<file path="config.mk">
export PLATFORM = sky130hd
export DESIGN_NAME = conv_result_reader
export DESIGN_NICKNAME = d
export VERILOG_FILES = /design/src/rtl/conv_result_reader.sv
export SDC_FILE = /design/constraint.sdc
export NUM_CORES = 1
export LEC_CHECK = 0
export CORE_UTILIZATION = 30
export CTS_CLUSTER_SIZE = 8
export DETAILED_ROUTE_END_ITERATION = 8
export GPL_TIMING_DRIVEN = 0
export PLACE_DENSITY = 0.57
export SLEW_MARGIN = 20
export SYNTH_ARGS = -nofsm -noshare
export SYNTH_HDL_FRONTEND = slang
export SYNTH_SLANG_ARGS = --single-unit
</file>
<file path="constraint.sdc">
create_clock -name clk -period 1.9 [get_ports clk]
set_input_delay 0.57 -clock clk [delete_from_list [all_inputs] [get_ports clk]]
set_output_delay 0.57 -clock clk [all_outputs]
set_load 0.02 [all_outputs]
</file>
<file path="src/rtl/conv_result_reader.sv">
// conv_result_reader: streams the convolution result RAM out as a
// valid/ready word stream, one word per FETCH -> LOAD -> SEND round.
// Optional clear-after-read is built when CONV_RD_CLEAR_EN is defined.
// In that build each word's address is written back (data tied to 0
// by the integrator) so the RAM is all-zero for the next convolution.
module conv_result_reader #(
  parameter int DATA_WIDTH = 32,
  parameter int ADDR_WIDTH = 5
) (
  input  logic                    clk,
  input  logic                    rstn,
  input  logic                    start,
  input  logic [ADDR_WIDTH-1:0]   sizeX,
  input  logic [ADDR_WIDTH-1:0]   sizeY,
  output logic [ADDR_WIDTH:0]     memZ_addr,
  input  logic [2*DATA_WIDTH-1:0] memZ_data,
  output logic                    memZ_clr_en,
  output logic [ADDR_WIDTH:0]     memZ_clr_addr,
  output logic [2*DATA_WIDTH-1:0] dout,
  output logic                    dout_valid,
  input  logic                    dout_ready,
  output logic                    dout_last,
  output logic                    busy,
  output logic                    done
);

  typedef enum logic [2:0] {IDLE, FETCH, LOAD, SEND, DONE} state_t;

  localparam logic [ADDR_WIDTH:0] ONE = {{ADDR_WIDTH{1'b0}}, 1'b1};

  state_t                  state_q;
  logic [ADDR_WIDTH:0]     idx_q;
  logic [ADDR_WIDTH:0]     n_q;
  logic [ADDR_WIDTH:0]     addr_q;
  logic [2*DATA_WIDTH-1:0] dout_q;
  logic                    valid_q;
  logic                    last_q;
  logic                    busy_q;
  logic                    done_q;

  // word count of the full convolution; only meaningful when both sizes are non-zero
  logic [ADDR_WIDTH:0] n_d;
  logic [ADDR_WIDTH:0] last_idx;
  logic                is_last;

  assign n_d      = {1'b0, sizeX} + {1'b0, sizeY} - ONE;
  assign last_idx = n_q - ONE;
  assign is_last  = (idx_q == last_idx);

`ifdef CONV_RD_CLEAR_EN
  logic                clr_en_q;
  logic [ADDR_WIDTH:0] clr_addr_q;
  assign memZ_clr_en   = clr_en_q;
  assign memZ_clr_addr = clr_addr_q;
`else
  assign memZ_clr_en   = 1'b0;
  assign memZ_clr_addr = '0;
`endif

  assign memZ_addr  = addr_q;
  assign dout       = dout_q;
  assign dout_valid = valid_q;
  assign dout_last  = last_q;
  assign busy       = busy_q;
  assign done       = done_q;

  // readout FSM; every output is registered so it changes only on clk
  always_ff @(posedge clk or negedge rstn) begin
    if (!rstn) begin
      state_q    <= IDLE;
      idx_q      <= '0;
      n_q        <= '0;
      addr_q     <= '0;
      dout_q     <= '0;
      valid_q    <= 1'b0;
      last_q     <= 1'b0;
      busy_q     <= 1'b0;
      done_q     <= 1'b0;
`ifdef CONV_RD_CLEAR_EN
      clr_en_q   <= 1'b0;
      clr_addr_q <= '0;
`endif
    end else begin
      case (state_q)
        IDLE: begin
          if (start) begin
            n_q    <= n_d;
            idx_q  <= '0;
            busy_q <= 1'b1;
            if (sizeX == '0 || sizeY == '0) begin
              // empty result: skip straight to the completion pulse
              state_q <= DONE;
              done_q  <= 1'b1;
            end else begin
              state_q <= FETCH;
              addr_q  <= '0;
            end
          end
        end
        FETCH: begin
          // address has been on memZ_addr this cycle; RAM data lands during LOAD
          state_q    <= LOAD;
`ifdef CONV_RD_CLEAR_EN
          clr_en_q   <= 1'b1;
          clr_addr_q <= idx_q;
`endif
        end
        LOAD: begin
          dout_q   <= memZ_data;
          valid_q  <= 1'b1;
          last_q   <= is_last;
          state_q  <= SEND;
`ifdef CONV_RD_CLEAR_EN
          clr_en_q <= 1'b0;
`endif
        end
        SEND: begin
          if (dout_ready) begin
            valid_q <= 1'b0;
            last_q  <= 1'b0;
            if (is_last) begin
              state_q <= DONE;
              done_q  <= 1'b1;
            end else begin
              idx_q   <= idx_q + ONE;
              addr_q  <= idx_q + ONE;
              state_q <= FETCH;
            end
          end
        end
        DONE: begin
          done_q  <= 1'b0;
          busy_q  <= 1'b0;
          state_q <= IDLE;
        end
        default: state_q <= IDLE;
      endcase
    end
  end

endmodule

</file>
==> results of run 1 <==
per-layer routing:
| metal | track usage | wire (um) | vias up |
|---|---|---|---|
| li1 | - | - | 1380 |
| met1 | 0.154 | 4050 | 1350 |
| met2 | 0.222 | 4430 | 110 |
| met3 | 0.0402 | 802 | 13 |
| met4 | 0.0717 | 192 | 0 |
| met5 | 0 | 0 | - |
repair_timing:
item,in CTS,in global routing
gates resized for setup,23,61
hold buffers,0,0
pin swaps,9,14
endpoints found under the setup margin,19,93
setup buffers,3,5
sequential cells by signal, indices dropped and copies added (netlist names):
| register | flops |
|---|---|
| n_q | 6 |
| busy | 1 |
| state_q | 3 |
| dout_valid | 1 |
| idx_q | 6 |
| done | 1 |
| dout_last | 1 |
| dout | 64 |
| memZ_addr | 6 |
through the flow:
stage / TNS [ns] / instance area (um^2)
global route: 0 / 6340
finish: 0 / 6340
global placement: -278.11 / 5760
detailed placement: -7.84 / 5790
CTS: -0.0585 / 6170
floorplan: 0 / 4040
layout by cell type (no fill, tap or decap), types with 5 or more instances in the layout:
cell type	netlist	routed
inv_2	0	10
a21oi_1	8	6
dlygate4sd2_1	0	8
o21ai_0	6	5
inv_1	25	14
dlymetal6s2s_1	0	31
clkbuf_16	0	9
buf_4	7	18
nand2_1	11	10
xor2_1	7	7
clkdlybuf4s50_1	0	107
nand3_1	6	6
ha_4	0	6
nor2_1	8	6
conb_1	1	7
dfrtp_1	89	88
mux2_2	65	65
xnor2_1	6	6
a21o_1	7	7
area by class of cell:
cell class,count,share of cell area
Timing Repair Buffer,160,0.260
Tap cell,172,0.0340
Multi-Input combinational cell,178,0.267
Sequential cell,89,0.352
Clock inverter,2,0.00948
Clock buffer,14,0.0417
Inverter,25,0.0152
Buffer,18,0.0213
power by group through the flow:
stage	logic, mW	clock network [mW]	registers, mW
4_1_cts	5.47	1.97	3.37
5_1_grt	5.88	2.04	3.47
3_5_place_dp	5.46	0	3.41
3_3_place_gp	5.39	0	3.37
6_report	5.48	1.92	3.34
2_1_floorplan	2.26	0	4.30
logic make-up (layout without fill, tap and decap cells):
kind of cell	Yosys count	after routing
mux	65	65
flops	89	89
fa+ha+maj	12	12
other cells	1	7
simple gates	43	43
xor+xnor	14	14
buf+inv	43	219
compound gates	37	37
path summary, 6_finish.rpt:
kind	start	end	slack, ns	cells after the start
worst max-delay path	dout_valid	dout_valid	0.03	1
worst min-delay path	rstn	busy	0.10	1
worst max register to register	n_q[0]	idx_q[2]	0.06	7
worst min register to register	memZ_addr[5]	memZ_addr[5]	0.47	1
max in group asynchronous	rstn	dout[49]	1.22	2
min in group clk	memZ_addr[5]	memZ_addr[5]	0.47	1
==> summary.md, run 1 <==
| Metric | Value |
|---|---|
| Status | `finished, final reports clean` |
| Dominant cell type by area after synthesis | `dfrtp_1` |
| Worst setup EP type | `output port` |
| Clk_skew | `0.00434 ns` |
| Fin. Hold Viols | `0` |
| Pwr per Cell Area | `1700 nW/um^2` |
| Layout cell share with drive strength beyond 1 | `0.315` |
| Worst Setup Start Kind | `register` |
| Pre-antenna DRT Iters | `3` |
| Setup violators final | `0` |
| # IOs | `159` |
| Port Buf Inserts | `151` |
| Clock buffer count from CTS | `9` |
| Adder-cell area share of the yosys netlist | `0.0396` |
| CTS clk-pin slew, worst paths | `0.06 ns` |
| Total gr overflow | `0` |
| Core Region | `12,800 um^2` |
| Most numerous cell in the Yosys netlist | `dfrtp_1` |
| Mux cell area share after synthesis | `0.184` |
| Setup repair after global routing missed its margin | `no` |
| Mapped Avg Cell Area | `13.1 um^2` |
| Worst vdd ir | `482 uV` |
| FP Rows | `41` |
| XOR/XNOR Fraction of Synth Area | `0.0327` |
| CTS sink cnt | `89` |
| Die Wd | `117 um` |
| CTS H-tree depth | `3` |
| Antenna Cells | `0` |
| CTS tree | `done` |
| Switching power | `3.77 mW` |
| Final Non-Filler Cells | `658` |
| CTS root buf | `clkbuf_16` |
| Max cap viols | `0` |
| Top cells by count, synth | `89 x dfrtp_1, 65 x mux2_2, 25 x inv_1` |
| Tot Pwr | `10.7 mW` |
| Combinational family with the most area after synthesis | `multiplexers` |
| Total number of vias | `2,853` |
| Area growth, synth to finish | `59.2%` |
| Asr flop ratio synth | `1.00` |
| CP max-delay cell | `clkdlybuf4s50_1` |
| Pint | `6.97 mW` |
| Clk_lat worst skew | `0.33 ns` |
| GRT Total Usage | `0.133` |
| Top delay family on crit path | `buffers and inverters` |
| Vias in the first global route | `2,736` |
| Clk buf depth | `2` |
| Worst path cell trace | `clkdlybuf4s50_1` |
| Via density per instance | `4.34` |
| Register bit total from synthesis | `89` |
| Critical path start-end classification | `reg -> out` |
| Routability cong. | `0.730` |
| Min Tclk post-route | `1.87 ns` |
| Sequential Power Share | `0.311` |
| Synth top area share | `0.560` |
| DR DRC count | `0` |
| DRT Wirelength | `9.47 mm` |
| Hpwl dp | `7.10 mm` |
| Area contributors post-synth | `dfrtp_1 56%, mux2_2 18%, ha_1 3.5%` |
| EDFF count, synth | `0` |
| Synth unique cells | `44` |
| Fin util | `0.496` |
| Hold WS | `0.100 ns` |
| Sequential area share after synthesis | `0.560` |
| Total area of sequential cells | `2230 um^2` |
| Yosys Warn Count | `0` |
| Compound-gate portion of the synthesized area | `0.0714` |
| Initial Utilization | `0.312` |
| P_leak | `3.04 nW` |
| WL per Instance | `14.4 um` |
| Die area | `13,700 um^2` |
| Post-placement setup slack | `-0.643 ns` |
| Final net count | `571` |
| Number of buffers and inverters on the critical path | `1` |
| Cells after synthesis | `304` |
| Largest net degree at the start of global routing | `62` |
| Initial antenna violation count | `0` |
| Chip height | `117 um` |
| Placed Cells | `634` |
| DRT iter0 DRCs | `102` |
| Switching share of total power | `0.351` |
| Slew Limit Fails | `0` |
| Clk pwr share | `0.178` |
| Ys flop type | `dfrtp_1` |
| Synth Area in Simple Gates | `0.0594` |
| Fmax | `535 MHz` |
| First-pass GRT wire length | `13.6 mm` |
| Setup WS post-layout | `0.0326 ns` |
| Combinational power share | `0.510` |
| CP arrival | `1.30 ns` |
| HP Class | `in -> async` |
| Fillcell total | `1,116` |
| Slowest stage delay, CP | `0.62 ns` |
| Max FO, Critical Path | `2` |
| ANT nets after route | `0` |
| Period utilization | `0.983` |
| Post-Syn Area | `3980 um^2` |
| CP Data Required Time | `1.33 ns` |
| Multi-input logic area | `1690 um^2` |
(Power assumes the default switching activity.)
==> inputs of run 2 (changes only) <==
- CORE_ASPECT_RATIO: default -> 1.25
- CORE_UTILIZATION: 30 -> 40
- PLACE_DENSITY: 0.57 -> 0.73
==> run 2 against run 1 <==
Worst setup slack barely moved. Clock power fell by 9%. Global-route usage rose by 4.6 points. Critical path type unchanged. Largest power group unchanged. Fmax barely moved. Via count fell by 0.21%. Count of clock-buffer cells in the layout did not move. Critical path depth did not move. Die area fell by 25%. Combinational power fell by 1%. Hold slack improved by 0.076 ns. Utilization rose by 15 points.
==> summary.md, run 2 (same netlist as run 1, synthesis figures left out) <==
| Metric | Value |
|---|---|
| Antenna Cells | `0 (unchanged)` |
| CTS root buf | `clkbuf_16` |
| Clk pwr share | `0.166 (-0.012)` |
| Min Tclk post-route | `1.87 ns (-0.000166 ns)` |
| Largest net degree at the start of global routing | `58 (-6.5%)` |
| Period utilization | `0.983 (about the same)` |
| Pre-antenna DRT Iters | `4 (+1)` |
| Vias in the first global route | `2,894 (+5.8%)` |
| Pint | `6.78 mW (-2.7%)` |
| Critical path start-end classification | `reg -> out` |
| Worst Setup Start Kind | `register` |
| WL per Instance | `14.4 um (about the same)` |
| DR DRC count | `0 (unchanged)` |
| DRT iter0 DRCs | `33 (-68%)` |
| Number of buffers and inverters on the critical path | `1 (unchanged)` |
| Fin util | `0.642 (+0.145)` |
| Worst setup EP type | `output port` |
| Hpwl dp | `6.55 mm (-7.7%)` |
| CTS H-tree depth | `3 (unchanged)` |
| Die area | `10,400 um^2 (-25%)` |
| Largest register FFs | `64 (unchanged)` |
| Via density per instance | `4.68 (+8.0%)` |
| Final net count | `567 (-0.70%)` |
| Chip height | `114 um (-3.1%)` |
| Tot Pwr | `10.5 mW (-2.1%)` |
| Initial antenna violation count | `0 (unchanged)` |
| Routability cong. | `0.788 (+7.9%)` |
| DRT Wirelength | `8.75 mm (-7.6%)` |
| Core Region | `9660 um^2 (-24%)` |
| Switching share of total power | `0.355 (+0.00380)` |
| First-pass GRT wire length | `14.4 mm (+6.4%)` |
| P_leak | `2.91 nW (-4.2%)` |
| Reg2Reg Depth | `7 (unchanged)` |
| Commonest cells after routing, fill and taps aside | `114 x clkdlybuf4s50_1, 88 x dfrtp_1, 65 x mux2_2, 23 x dlymetal6s2s_1, 15 x buf_4` |
| CP Depth | `1 (unchanged)` |
| Slowest stage delay, CP | `0.62 ns (about the same)` |
| CP Data Required Time | `1.33 ns (about the same)` |
| Setup violators final | `0 (unchanged)` |
| Sequential Power Share | `0.320 (+0.009)` |
| Initial Utilization | `0.412 (+0.100)` |
| Layout cell share with drive strength beyond 1 | `0.309 (-0.00569)` |
| Worst vdd ir | `662 uV (+37%)` |
| Total gr overflow | `0 (unchanged)` |
| Status | `finished, final reports clean` |
| Clk buf depth | `2 (unchanged)` |
| Area growth, synth to finish | `55.7%` |
| GRT Total Usage | `0.179 (+0.0458)` |
| Die Wd | `91.2 um (-22%)` |
| Clk_lat worst skew | `0.33 ns (about the same)` |
| Max cap viols | `0 (unchanged)` |
| CTS clk-pin slew, worst paths | `0.06 ns (about the same)` |
| Clk_skew | `0.00480 ns (+0.000461 ns)` |
| HP Class | `in -> async` |
| CTS sink cnt | `89 (unchanged)` |
| Fmax | `536 MHz (about the same)` |
| Total number of vias | `2,847 (-0.21%)` |
| ANT nets after route | `0 (unchanged)` |
| Combinational power share | `0.514 (+0.004)` |
| Max FO, Critical Path | `2 (unchanged)` |
| Top delay family on crit path | `buffers and inverters` |
| Fin. Hold Viols | `0 (unchanged)` |
| Clock buffer count from CTS | `9 (unchanged)` |
| FP Rows | `40 (-2.4%)` |
| Commonest non-fill, non-tap cell in the layout | `clkdlybuf4s50_1` |
| Port Buf Inserts | `151 (unchanged)` |
| Worst path cell trace | `clkdlybuf4s50_1` |
| # IOs | `159 (unchanged)` |
| CTS tree | `done` |
| Switching power | `3.73 mW (-1.1%)` |
| Pwr per Cell Area | `1700 nW/um^2 (about the same)` |
| Slew Limit Fails | `0 (unchanged)` |
| CP arrival | `1.30 ns (about the same)` |
| CP max-delay cell | `clkdlybuf4s50_1` |
-- run 2: changes by cell type in the layout (fill, tap and decap cells not counted), sizes merged --
cell,change
buf,-5
dlymetal6s2s,-8
clkinvlp,+1
dlygate4sd2,+1
bufinv,-1
clkdlybuf4s15,+1
clkdlybuf4s50,+7
-- run 2: through the flow --
stage	TNS, ns	hold WS, ns	cell area, um^2	worst slack [ns]	instances
2_1_floorplan	0	0.274	4040	0.0000399	310
3_3_place_gp	-268.61	0.463	5710	-2.95	587
3_5_place_dp	-6.71	0.466	5730	-0.617	588
4_1_cts	-0.0261	0.194	6090	-0.0261	606
5_1_grt	-0.00565	0.205	6200	-0.00377	608
6_report	0	0.177	6200	0.0327	608
-- run 2: per-layer routing --
| metal | share of wire | track usage | vias up | wire length [um] |
|---|---|---|---|---|
| li1 | - | - | 1371 | - |
| met1 | 0.42 | 0.216 | 1370 | 3710 |
| met2 | 0.51 | 0.316 | 99 | 4480 |
| met3 | 0.053 | 0.0433 | 7 | 463 |
| met4 | 0.011 | 0.0571 | 0 | 95 |
| met5 | 0 | 0 | - | 0 |
-- run 2: final timing paths --
check	to	slack, ns	startpoint
hold reg to reg	dout_valid	0.48	dout_valid
max in group asynchronous	n_q[0]	1.09	rstn
setup reg to reg	memZ_addr[1]	0.08	n_q[0]
hold / removal	dout[33]	0.18	rstn
min in group clk	dout_valid	0.48	dout_valid
setup / recovery	dout[25]	0.03	dout[25]
-- run 2: timing repair --
action                     CTS  global route
hold buffers                 0             0
setup buffers                2             2
gates cloned                 0             0
setup endpoints to repair   15            87
resized for setup           32            48
pin swaps                   10             9
-- run 2: layout make-up --
cell class / count / area [um^2]
Clock buffer: 14 / 254
Buffer: 18 / 131
Clock inverter: 2 / 37.5
Tap cell: 126 / 158
Timing Repair Buffer: 156 / 1600
Inverter: 25 / 96.3
Sequential cell: 89 / 2230
Multi-Input combinational cell: 178 / 1690
Fill cell: 749 / 3460
-- run 2: power groups by stage --
stage / Sequential (mW) / Clock [mW] / Combinational (mW)
6_report: 3.36 / 1.74 / 5.41
5_1_grt: 3.51 / 1.86 / 5.77
4_1_cts: 3.38 / 1.79 / 5.42
3_5_place_dp: 3.42 / 0 / 5.40
3_3_place_gp: 3.36 / 0 / 5.31
2_1_floorplan: 4.30 / 0 / 2.26
